[src/rtl/pc_unit.sv]
// Fetch-stage program counter: prioritised redirect, stall, and predecoded
// call/return prediction backed by a circular return address stack.
module pc_unit #(
    parameter int unsigned      WIDTH     = 32,
    parameter logic [WIDTH-1:0] PC_INIT   = 32'h0000_3000,
    parameter int unsigned      STEP      = 4,
    parameter int unsigned      RAS_DEPTH = 4,
    parameter int unsigned      CW        = $clog2(RAS_DEPTH + 1)
) (
    input  logic             clk,
    input  logic             rst,
    input  logic             stall,
    input  logic             exc_valid,
    input  logic [WIDTH-1:0] exc_target,
    input  logic             br_valid,
    input  logic [WIDTH-1:0] br_target,
    input  logic             pd_call,
    input  logic [WIDTH-1:0] pd_target,
    input  logic             pd_ret,
    output logic [WIDTH-1:0] pc_out,
    output logic [CW-1:0]    ras_count,
    output logic             ras_hit,
    output logic             ras_miss
);

    localparam int unsigned PW = $clog2(RAS_DEPTH);

    logic [WIDTH-1:0] pc_q, pc_d, pc_inc;
    logic [CW-1:0]    cnt_q, cnt_d;
    logic [PW-1:0]    ptr_q, ptr_d, ptr_dec;
    logic             hit_q, hit_d, miss_q, miss_d;
    logic             push;
    logic [WIDTH-1:0] ras_q [RAS_DEPTH];

    assign pc_inc  = pc_q + WIDTH'(STEP);
    assign ptr_dec = ptr_q - PW'(1);

    always_comb begin
        pc_d   = pc_q;
        cnt_d  = cnt_q;
        ptr_d  = ptr_q;
        hit_d  = 1'b0;
        miss_d = 1'b0;
        push   = 1'b0;
        if (exc_valid) begin
            pc_d  = exc_target;
            cnt_d = '0;
            ptr_d = '0;
        end else if (br_valid) begin
            pc_d = br_target;
        end else if (stall) begin
            pc_d = pc_q;
        end else if (pd_call) begin
            // When full, ptr already points at the oldest entry, so the push overwrites it.
            pc_d  = pd_target;
            push  = 1'b1;
            ptr_d = ptr_q + PW'(1);
            if (cnt_q != CW'(RAS_DEPTH)) cnt_d = cnt_q + CW'(1);
        end else if (pd_ret) begin
            if (cnt_q != '0) begin
                pc_d  = ras_q[ptr_dec];
                ptr_d = ptr_dec;
                cnt_d = cnt_q - CW'(1);
                hit_d = 1'b1;
            end else begin
                pc_d   = pc_inc;
                miss_d = 1'b1;
            end
        end else begin
            pc_d = pc_inc;
        end
    end

    always_ff @(posedge clk or posedge rst) begin
        if (rst) begin
            pc_q   <= PC_INIT;
            cnt_q  <= '0;
            ptr_q  <= '0;
            hit_q  <= 1'b0;
            miss_q <= 1'b0;
        end else begin
            pc_q   <= pc_d;
            cnt_q  <= cnt_d;
            ptr_q  <= ptr_d;
            hit_q  <= hit_d;
            miss_q <= miss_d;
        end
    end

    // Entry contents are don't-care after reset; only count/ptr qualify them.
    always_ff @(posedge clk) begin
        if (push) ras_q[ptr_q] <= pc_inc;
    end

    assign pc_out    = pc_q;
    assign ras_count = cnt_q;
    assign ras_hit   = hit_q;
    assign ras_miss  = miss_q;

endmodule

[config.mk]
export PLATFORM = sky130hd
export DESIGN_NAME = pc_unit
export DESIGN_NICKNAME = d
export VERILOG_FILES = /design/src/rtl/pc_unit.sv
export SDC_FILE = /design/constraint.sdc
export NUM_CORES = 1
export LEC_CHECK = 0
export ABC_AREA = 0
export CAP_MARGIN = 20
export CORE_MARGIN = 5
export CORE_UTILIZATION = 48
export DETAILED_ROUTE_END_ITERATION = 16
export PLACE_DENSITY_LB_ADDON = 0.1
export SLEW_MARGIN = 0
export SYNTH_ARGS = -nofsm -noshare
export SYNTH_HDL_FRONTEND = slang
export SYNTH_SLANG_ARGS = --single-unit
[constraint.sdc]
create_clock -name clk -period 3.97 [get_ports clk]
set_input_delay 0.9925 -clock clk [delete_from_list [all_inputs] [get_ports clk]]
set_output_delay 0.9925 -clock clk [all_outputs]
set_load 0.01 [all_outputs]
# --- Word level (Yosys, flattened, before mapping) ---
# Memories as Yosys holds them, arrays and structs flattened.
# Index checks and enable logic that the tools add are counted.
word_totals:
  regBits: 39
  ramBits: 128
  input_bits: 103
  out_inout_bits: 37
  word_cells: 58
  n_memories: 1
op_classes:
  addsub: 5
  n_eq_ne: 5
  n_mux: 37
  reduce_logical: 5
mem_list:
  columns: ["name", "words", "word_bits", "read_ports", "rd_clocked_by_memory_dff", "write_ports", "line", "text"]
  rows:
  - ["ras_q", 4, 32, 1, 0, 1, "33", "logic [WIDTH-1:0] ras_q [RAS_DEPTH];"]
op_table:
  columns: ["op", "n"]
  rows:
  - ["$mux W32", 6]
  - ["$add A32 B3 Y32 const B", 1]
  - ["$mux W3", 7]
  - ["$mux W1", 18]
  - ["$mux W2", 6]
  - ["$reduce_bool A3 Y1", 3]
  - ["$reduce_and A5 Y1", 1]
  - ["$reduce_and A4 Y1", 1]
  - ["$add A3 B1 Y3 const B", 1]
  - ["$ne A3 B1 Y1 const B", 1]
  - ["$ne A3 B2 Y1 const B", 1]
  - ["$ne A3 B3 Y1 const B", 1]
  - ["$sub A3 B1 Y3 const B", 1]
  - ["$add A2 B1 Y2 const B", 1]
  - ["$ne A2 B1 Y1 const B", 1]
  - ["$ne A2 B2 Y1 const B", 1]
  - ["$sub A2 B1 Y2 const B", 1]

# --- Logic depth before layout (Yosys ltp) ---
# Gate-level depths: netlist of the first run.
# An unclocked memory read counts as a cell.
logic_depth:
  word_depth: 8
  ltp_mapped: 12
  ltp_nobuf: 7

# --- Worst setup path after synthesis of the first run ---
# OpenSTA, ideal clock, no wires.
synth_path:
  path_kind: "flip-flop to flip-flop"
  start: "register ptr_q[0]"
  end: "register pc_q[17], in the netlist pc_out[17]"
  setup_time_ps: 129
  t_arrival_ps: 3322
  required_ps: 3841
  path_slack_ps: 519
  stages_incl_launch_ff: 12
  path_buffers: 6
  period_less_slack_ps: 3451
  cell_sequence: "dfrtp_1 -> clkbuf_1 -> buf_2 -> buf_2 -> inv_1 -> ha_1 -> clkbuf_1 -> buf_1 -> clkbuf_1 -> mux4_2 -> a221oi_1 -> a21oi_1"
synth_between:
  elab_chain_len: 8
synth_rtl:
  columns: ["element", "line", "text"]
  rows:
  - ["from (decl)", "30", "logic [PW-1:0] ptr_q, ptr_d, ptr_dec;"]
  - ["from (signal assigned)", "84", "ptr_q <= ptr_d;"]
  - ["$sub A2 B1 Y2", "36", "assign ptr_dec = ptr_q - PW'(1);"]
  - ["$mem_v2 Z4 W32", null, null]
  - ["$mux W32", "60", "if (cnt_q != '0) begin"]
  - ["$mux W32", "59", "end else if (pd_ret) begin"]
  - ["$mux W32", "53", "end else if (pd_call) begin"]
  - ["$mux W32", "51", "end else if (stall) begin"]
  - ["$mux W32", "49", "end else if (br_valid) begin"]
  - ["$mux W32", "45", "if (exc_valid) begin"]
  - ["to (signal assigned)", "82", "pc_q <= pc_d;"]
  - ["to (decl)", "28", "logic [WIDTH-1:0] pc_q, pc_d, pc_inc;"]
# Every way passes these cells. The select of a mux whose other input is x is not followed.
# A chain may end at the register's enable or synchronous reset.

# --- Final worst setup path of the first run ---
layout_path:
  start: "input port pd_call"
  end: "register pc_q[11], in the netlist pc_out[11]"
layout_between:
  elab_chain_len: 4
layout_rtl:
  columns: ["element", "line", "text"]
  rows:
  - ["from (decl)", "17", "input logic pd_call,"]
  - ["$mux W32", "53", null]
  - ["$mux W32", "51", null]
  - ["$mux W32", "49", null]
  - ["$mux W32", "45", null]
# Every way passes these cells. The select of a mux whose other input is x is not followed.

==> results of run 1 <==
## state kept, by name (all words and copies together), names as in the netlist
signal,flops
ras_miss,1
ptr_q,2
ras_q,128
ras_count,3
ras_hit,1
pc_out,32
## kinds of logic (layout without fill, tap and decap cells)
kind of cell               Yosys count  after routing  synth area share
DFF                                167            167             0.575
adders and majority gates            6              6           0.00985
and+or+nand+nor                    192            192             0.116
muxes                               36             36            0.0913
AOI/OAI and AO/OA                  183            183             0.148
buffers and inverters               65            217            0.0333
xor gates and xnor gates            25             25            0.0261
## power groups by stage
stage | logic [mW] | registers [mW] | clock network [mW]
6_report | 0.806 | 2.10 | 1.61
2_1_floorplan | 0.432 | 2.11 | 0
3_3_place_gp | 0.780 | 2.13 | 0
4_1_cts | 0.803 | 2.10 | 1.63
3_5_place_dp | 0.797 | 2.13 | 0
5_1_grt | 0.867 | 2.11 | 1.71
## worst register-to-register path, delay by kind of cell (launching register included)
kind | cells | cell delay [ns]
AND/OR/NAND/NOR | 4 | 2.07
flip-flops | 1 | 0.61
AO/OA/AOI/OAI | 1 | 0.07
## cell usage after synthesis (12+ instances only)
cell      count  share of area
xor2_1       12          0.013
xnor2_1      13          0.014
edfxtp_1    128           0.46
nand3_1      16         0.0096
o21ai_0      33          0.020
mux4_2       31          0.083
nor2_1       35          0.016
dfrtp_1      37           0.11
clkbuf_1     31          0.014
nand4_1      12         0.0090
a21oi_1      48          0.029
inv_1        16         0.0072
nand2_1      65          0.029
## worst paths after layout
kind | from | to | slack, ns
max | pd_call | pc_out[11] | 1.0
min | pc_out[0] | ras_q[3][0] | 0.58
max reg2reg | pc_out[7] | pc_out[29] | 1.14
min reg2reg | pc_out[0] | ras_q[3][0] | 0.58
max in group asynchronous | rst | pc_out[12] | 2.22
min in group asynchronous | rst | pc_out[6] | 0.95
## area by class of cell
type	instances	area [sq um]	share of cell area
multi-input combinational	442	3290	0.308
sequential	167	4820	0.452
timing repair buffer	168	1640	0.153
clock buffer	20	457	0.0428
tap	225	282	0.0264
clock inverter	12	116	0.0109
inverter	17	63.8	0.00598
## through the flow
stage,area (sq um),power [mW]
2_1_floorplan,8380,2.54
3_3_place_gp,10100,2.91
3_5_place_dp,10100,2.93
4_1_cts,10700,4.53
5_1_grt,10700,4.68
6_report,10700,4.52
## routing by layer
layer,global-route usage,vias up,share of wire
met5,0,-,0
met4,0.0833,0,0.024
met3,0.0501,52,0.090
met2,0.424,381,0.48
met1,0.366,3302,0.41
li1,-,2903,-
==> impl_metrics.env, run 1 <==
export IMPL_critPathKind="input pin to flip-flop"
export IMPL_fin_nets=922
export IMPL_synth_seq_area_share=0.575
export IMPL_cp_slowest_cell="clkdlybuf4s50_1"
export IMPL_netlist_instances=674
export IMPL_drt_first_pass_iters=5
export IMPL_hpwlAfterDp_microns=18100
export IMPL_hold_violations=0
export IMPL_setup_viol=0
export IMPL_cp_buffers_inverters=2
export IMPL_ir_worst_vdd_uv=307
export IMPL_dieWidth_microns=142
export IMPL_wirelength_microns=26300
export IMPL_power_density_nw_per_um2=424
export IMPL_vias=6638
export IMPL_clock_path_buffers=2
export IMPL_pwr_share_seq=0.465
export IMPL_cap_viol_max_count=0
export IMPL_routedWlPerCell_microns=25.0
export IMPL_drt_iter0_markers=675
export IMPL_place_congestion=0.892
export IMPL_fin_skew_ns=0.00825
export IMPL_crit_cells=6
export IMPL_dp_slack_ns=0.636
export IMPL_htree_levels=4
export IMPL_worst_hold_slack_ns=0.581
export IMPL_via_per_inst=6.32
export IMPL_sw_frac_of_total=0.274
export IMPL_cp_start_kind="input pin"
export IMPL_syn_area_sq_um=8380
export IMPL_internal_power_mw=3.28
export IMPL_worstHoldPathType="flip-flop to flip-flop"
export IMPL_cpPeakStageDelay_ns=0.71
export IMPL_grt_first_pass_wirelength_microns=39900
export IMPL_synth_fp_nets=783
export IMPL_die_y_microns=142
export IMPL_final_cell_mix="137 x clkdlybuf4s50_1, 128 x edfxtp_1, 65 x nand2_1"
export IMPL_run_status="completed"
export IMPL_fin_crit_sh=0.749
export IMPL_synth_avg_cell_area_sq_um=12.4
export IMPL_clock_fmax_mhz=336
export IMPL_cts_setup_buffers=0
export IMPL_grt_max_degree=44
export IMPL_synth_edf_count=128
export IMPL_power_frac_comb=0.178
export IMPL_post_cts_resized=0
export IMPL_core_sq_um=17200
export IMPL_ff2ff_path_depth=5
export IMPL_hold_buffers=0
export IMPL_hold_depth=0
export IMPL_synth_distinct_cells=68
export IMPL_clkPwrFrac=0.356
export IMPL_area_growth_pct=27.2
export IMPL_pin_count=140
export IMPL_place_inst=1019
export IMPL_antenna_found_initial=0
export IMPL_rsz0062_at_grt="false"
export IMPL_slew_headroom=0.345
export IMPL_clkTransAtPathRegs_ns=0.07
export IMPL_cts_buffers=17
export IMPL_dieArea_sq_um=20200
export IMPL_endpoint_kind="flip-flop"
export IMPL_grtUsageTotal=0.264
export IMPL_synthFlopType="edfxtp_1"
export IMPL_final_cells=1051
export IMPL_path_max_fanout=14
export IMPL_crit_arrival_ns=3.29
export IMPL_p_sw_mw=1.24
export IMPL_yosys_warnings=0
export IMPL_antenna_left=0
export IMPL_cts_tree="yes"
export IMPL_synth_seq_cells=167
export IMPL_clk_latency_ns=0.43
export IMPL_path_cells="clkdlybuf4s50_1 > inv_2 > nand2_1 > o22ai_1 > a311oi_1 > o32a_1"
export IMPL_synthArstFlopShare=0.234
export IMPL_fp_row_count=48
export IMPL_final_common_cell="clkdlybuf4s50_1"
export IMPL_drive_gt1_frac=0.142
export IMPL_fin_ws_ns=0.996
export IMPL_finalMaxSlewViolations=0
export IMPL_gr_total_overflow=0
export IMPL_worstPathRequired_ns=4.28
export IMPL_cts_root_buf="clkbuf_16"
export IMPL_n_antenna_cell=0
export IMPL_post_route_util=0.619
export IMPL_min_period_ns=2.97
export IMPL_leakage_nw=3.72
export IMPL_fin_setup_tns_ns=0
export IMPL_grt_pass1_vias=6592
export IMPL_worstMarginPinSlew_ns=0.978
export IMPL_route_detailed_drc=0
export IMPL_start_util=0.486
export IMPL_cts_sinks=167
export IMPL_portBuffers=139
export IMPL_nFillCells=1322
export IMPL_cp_top_family="buffers and inverters"
No activity file was read; power rests on OpenSTA's default activity.
==> run 2, diff against run 1 <==
==> constraint.sdc (replaced) <==
create_clock -name clk -period 3 [get_ports clk]
set_input_delay 0.75 -clock clk [delete_from_list [all_inputs] [get_ports clk]]
set_output_delay 0.75 -clock clk [all_outputs]
set_load 0.01 [all_outputs]
==> impl_metrics.env, run 2 (synthesized netlist as in run 1, its figures left out) <==
export IMPL_drt_iter0_markers=825
export IMPL_cts_sinks=167
export IMPL_die_y_microns=142
export IMPL_vias=6618
export IMPL_cpPeakStageDelay_ns=0.76
export IMPL_n_antenna_cell=0
export IMPL_nFillCells=1309
export IMPL_slew_headroom=0.319
export IMPL_fin_setup_tns_ns=0
export IMPL_cts_tree="yes"
export IMPL_grtUsageMet2=0.418
export IMPL_hold_buffers=0
export IMPL_path_cells="nand3_2 > or4_1 > or4_4 > or4_4 > o211ai_2"
export IMPL_antenna_found_initial=0
export IMPL_worstHoldPathType="flip-flop to flip-flop"
export IMPL_cts_root_buf="clkbuf_16"
export IMPL_start_util=0.486
export IMPL_fin_ws_ns=0.224
export IMPL_drive_gt1_frac=0.157
export IMPL_worstMarginPinSlew_ns=1.02
export IMPL_clock_path_buffers=2
export IMPL_place_inst=1033
export IMPL_routedWlPerCell_microns=24.7
export IMPL_power_density_nw_per_um2=564
export IMPL_drt_first_pass_iters=5
export IMPL_endpoint_kind="flip-flop"
export IMPL_route_detailed_drc=0
export IMPL_gr_total_overflow=0
export IMPL_final_cells=1065
export IMPL_path_max_fanout=9
export IMPL_crit_arrival_ns=3.13
export IMPL_grt_max_degree=50
export IMPL_final_cell_mix="137 x clkdlybuf4s50_1, 128 x edfxtp_1, 65 x nand2_1"
export IMPL_hold_violations=0
export IMPL_clk_latency_ns=0.43
export IMPL_top_usage_layer="met2"
export IMPL_largest_reg_flops=128
export IMPL_setup_viol=0
export IMPL_leakage_nw=3.82
export IMPL_fin_skew_ns=0.00786
export IMPL_min_period_ns=2.78
export IMPL_use_met3=0.0565
export IMPL_met1_usage=0.350
export IMPL_rsz0062_at_grt="false"
export IMPL_dieWidth_microns=142
export IMPL_post_route_util=0.630
export IMPL_antenna_left=0
export IMPL_wirelength_microns=26300
export IMPL_final_common_cell="clkdlybuf4s50_1"
export IMPL_cp_common_cell="or4_4"
export IMPL_cts_setup_buffers=0
export IMPL_fin_nets=936
export IMPL_top_register="ras_q"
export IMPL_clkTransAtPathRegs_ns=0.07
export IMPL_ir_worst_vdd_uv=431
export IMPL_pin_count=140
export IMPL_dp_slack_ns=0.255
export IMPL_core_sq_um=17200
export IMPL_critPathKind="flip-flop to flip-flop"
export IMPL_via_per_inst=6.21
export IMPL_run_status="completed"
export IMPL_grt_first_pass_wirelength_microns=39100
export IMPL_grt_pass1_vias=6757
export IMPL_worst_hold_slack_ns=0.562
export IMPL_post_cts_resized=0
export IMPL_cp_slowest_cell="or4_1"
export IMPL_clock_fmax_mhz=360
export IMPL_hpwlAfterDp_microns=17800
export IMPL_area_growth_pct=29.6
export IMPL_finalMaxSlewViolations=0
export IMPL_worstPathRequired_ns=3.35
export IMPL_cap_viol_max_count=0
export IMPL_fp_row_count=48
export IMPL_cp_start_kind="flip-flop"
export IMPL_portBuffers=139
export IMPL_place_congestion=0.855
export IMPL_htree_levels=4
export IMPL_grtUsageTotal=0.258
export IMPL_cts_buffers=17
export IMPL_dieArea_sq_um=20200
export IMPL_fin_crit_sh=0.925
-- run 2: worst paths after layout --
path / start / to / slack (ns) / cells after the start
max in group asynchronous: rst / pc_out[13] / 1.66 / 3
worst max-delay path: pc_out[6] / pc_out[29] / 0.22 / 5
worst max register to register: pc_out[6] / pc_out[29] / 0.22 / 5
worst min-delay path: pc_out[0] / ras_q[1][0] / 0.56 / 0
min in group asynchronous: rst / pc_out[21] / 0.70 / 2
worst min register to register: pc_out[0] / ras_q[1][0] / 0.56 / 0
-- run 2: report_power, final --
group          leakage (nW)  total (mW)  switching [mW]  internal, mW
registers              1.64        2.75           0.123          2.63
clock network         0.295        2.25           0.978          1.28
logic                  1.89        1.13           0.582         0.544
-- run 2: through the flow --
step / power (mW) / cell area, sq um
2_1_floorplan: 3.36 / 8390
3_3_place_gp: 3.88 / 10300
3_5_place_dp: 3.91 / 10300
4_1_cts: 6.14 / 10900
5_1_grt: 6.33 / 10900
6_report: 6.13 / 10900
-- run 2: worst max-delay path: cells and delay by family (launching register included) --
kind               cells  cell delay, ns
and+or+nand+nor        4            2.12
DFF                    1            0.50
AOI/OAI and AO/OA      1            0.07
-- run 2: cell type report --
type	instances	area [sq um]	area share
multi-input cells	442	3290	0.303
clock inverters	14	163	0.0150
repair buffers	182	1810	0.166
flip-flops and latches	167	4820	0.444
well taps	225	282	0.0259
inverters	17	63.8	0.00587
clock buffers	18	439	0.0404
-- run 2: layer usage --
layer | wire (microns) | up-vias | share of wire
li1 | - | 2943 | -
met1 | 11000 | 3274 | 0.42
met2 | 12400 | 359 | 0.47
met3 | 2360 | 42 | 0.090
met4 | 552 | 0 | 0.021
met5 | 0 | - | 0
==> patch (config.mk and constraints of run 1) <==
Put one more register stage on the output `ras_count`, without a reset. The value now appears one clock later. The other outputs are not delayed to match.
--- a/src/rtl/pc_unit.sv
+++ b/src/rtl/pc_unit.sv
@@ -93,7 +93,9 @@
     end
 
     assign pc_out    = pc_q;
-    assign ras_count = cnt_q;
+    always_ff @(posedge clk) begin
+        ras_count <= cnt_q;
+    end
     assign ras_hit   = hit_q;
     assign ras_miss  = miss_q;
 
Behaviour: not the same (Yosys sat finds a counterexample within 4 cycles, from zero or initial values and one cycle with rst high).
==> patch against run 1 <==
Power rose by 1.2%; critical path type is now flip-flop to flip-flop; routed wire length down 3.8%; design area rose by 0.54%; sequential cell count is 3 higher; area after synthesis up 1.0%; setup slack gained 0.060 ns; first-iteration DRC count decreased by 24%; largest power group unchanged; highest routed layer unchanged; non-clock buffer count decreased by 1.
==> patch: results (changes against run 1) <==
metric,value,unit,change
synth_area_leaders,"edfxtp_1, dfrtp_1, mux4_2, nand2_1, a21oi_1",,
top_layer,met4,,
critPathKind,flip-flop to flip-flop,,
skew,0.00888,ns,+0.000633 ns
r2r_cells,4,,-1
vias_per_cell,6.30,,-0.20%
final_area,10700,um^2,+0.54%
fillCellCount,1380,,+4.4%
gr-usage-met2,40.9,%,-1.5 points
synth_seq_area_share,57.7,%,+0.14 points
route.met3.wl,2.07,mm,-13%
instances_no_fill,1053,,+0.19%
grt_pass1_vias,6738,,+2.2%
drive_above_1_share,14.6,%,+0.45 points
regMostFlops,ras_q,,
met2_wirelength,12.4,mm,-1.2%
clock_power,1.72,mW,+7%
slew_headroom,42.9,%,+8.3 points
status,"complete, no violations",,
ys_top_cells_by_count,"edfxtp_1, nand2_1, a21oi_1, o21ai_0, dfrtp_1",,
dpl_cell_area,10100,um^2,+0.22%
hold_end,ras_count[1],,
grt_start_max_net_pins,34,,-23%
ir_drop,0.238,mV,-22%
met1_usage,35.0,%,-1.6 points
m1WireLength,10.4,mm,-3.0%
track_usage,25.3,%,-1.1 points
cp.arrival,3.11,ns,-0.18 ns
gp_congestion,0.893,,+0.15%
grt_pass1_wl,38.6,mm,-3.3%
dr.pass1.iters,6,,+1
synth_cell_type_count,71,,+4.4%
intPower,3.33,mW,+1.5%
ys_async_sr_fraction,22.9,%,-0.41 points
dr.first_iter.drc_count,511,,-24%
synth_nets,791,,+1.0%
whs,0.516,ns,-0.0648 ns
finalWirelength,25.3,mm,-3.8%
grt_use_met3,5.19,%,+0.18 points
p_clk_share,37.6,%,+2.0 points
cp_max_fo,13,,-1
hpwlAfterDp,17.5,mm,-3.0%
rrSetupSlack,1.06,ns,-0.08 ns
worstReg2RegEnd,ras_q[1][26],,
syn_inst,682,,+1.2%
power_leakage,3.70,nW,-0.39%
-- patch: cell count changes after synthesis, sizes merged, moves of 6 or more --
cell | run 1 | this run
o22a | 10 | 1
nand2 | 65 | 73
buf | 17 | 23
nor2 | 35 | 26
or4 | 7 | 1
-- patch: layout make-up --
cell class | instances | share of cell area [%]
clock inverters | 15 | 1.70
clock buffers | 17 | 3.97
flip-flops and latches | 170 | 45.5
repair buffers | 167 | 15.0
multi-input cells | 445 | 30.7
well taps | 225 | 2.63
inverters | 14 | 0.490
-- patch: cells by family after synthesis --
| group | count (synthesis) | synth area share, % |
|---|---|---|
| AOI/OAI and AO/OA | 182 | 14.4 |
| muxes | 36 | 9.00 |
| xor gates and xnor gates | 23 | 2.38 |
| adders and majority gates | 6 | 0.975 |
| and+or+nand+nor | 198 | 12.1 |
| buffers and inverters | 67 | 3.44 |
| DFF | 170 | 57.7 |
-- patch: critical path, stage by stage, from the launching register on --
cell	delay, ns
dfrtp_1	0.55
and4_1	0.52
nand3_1	0.62
nor4_2	0.61
xor2_1	0.38
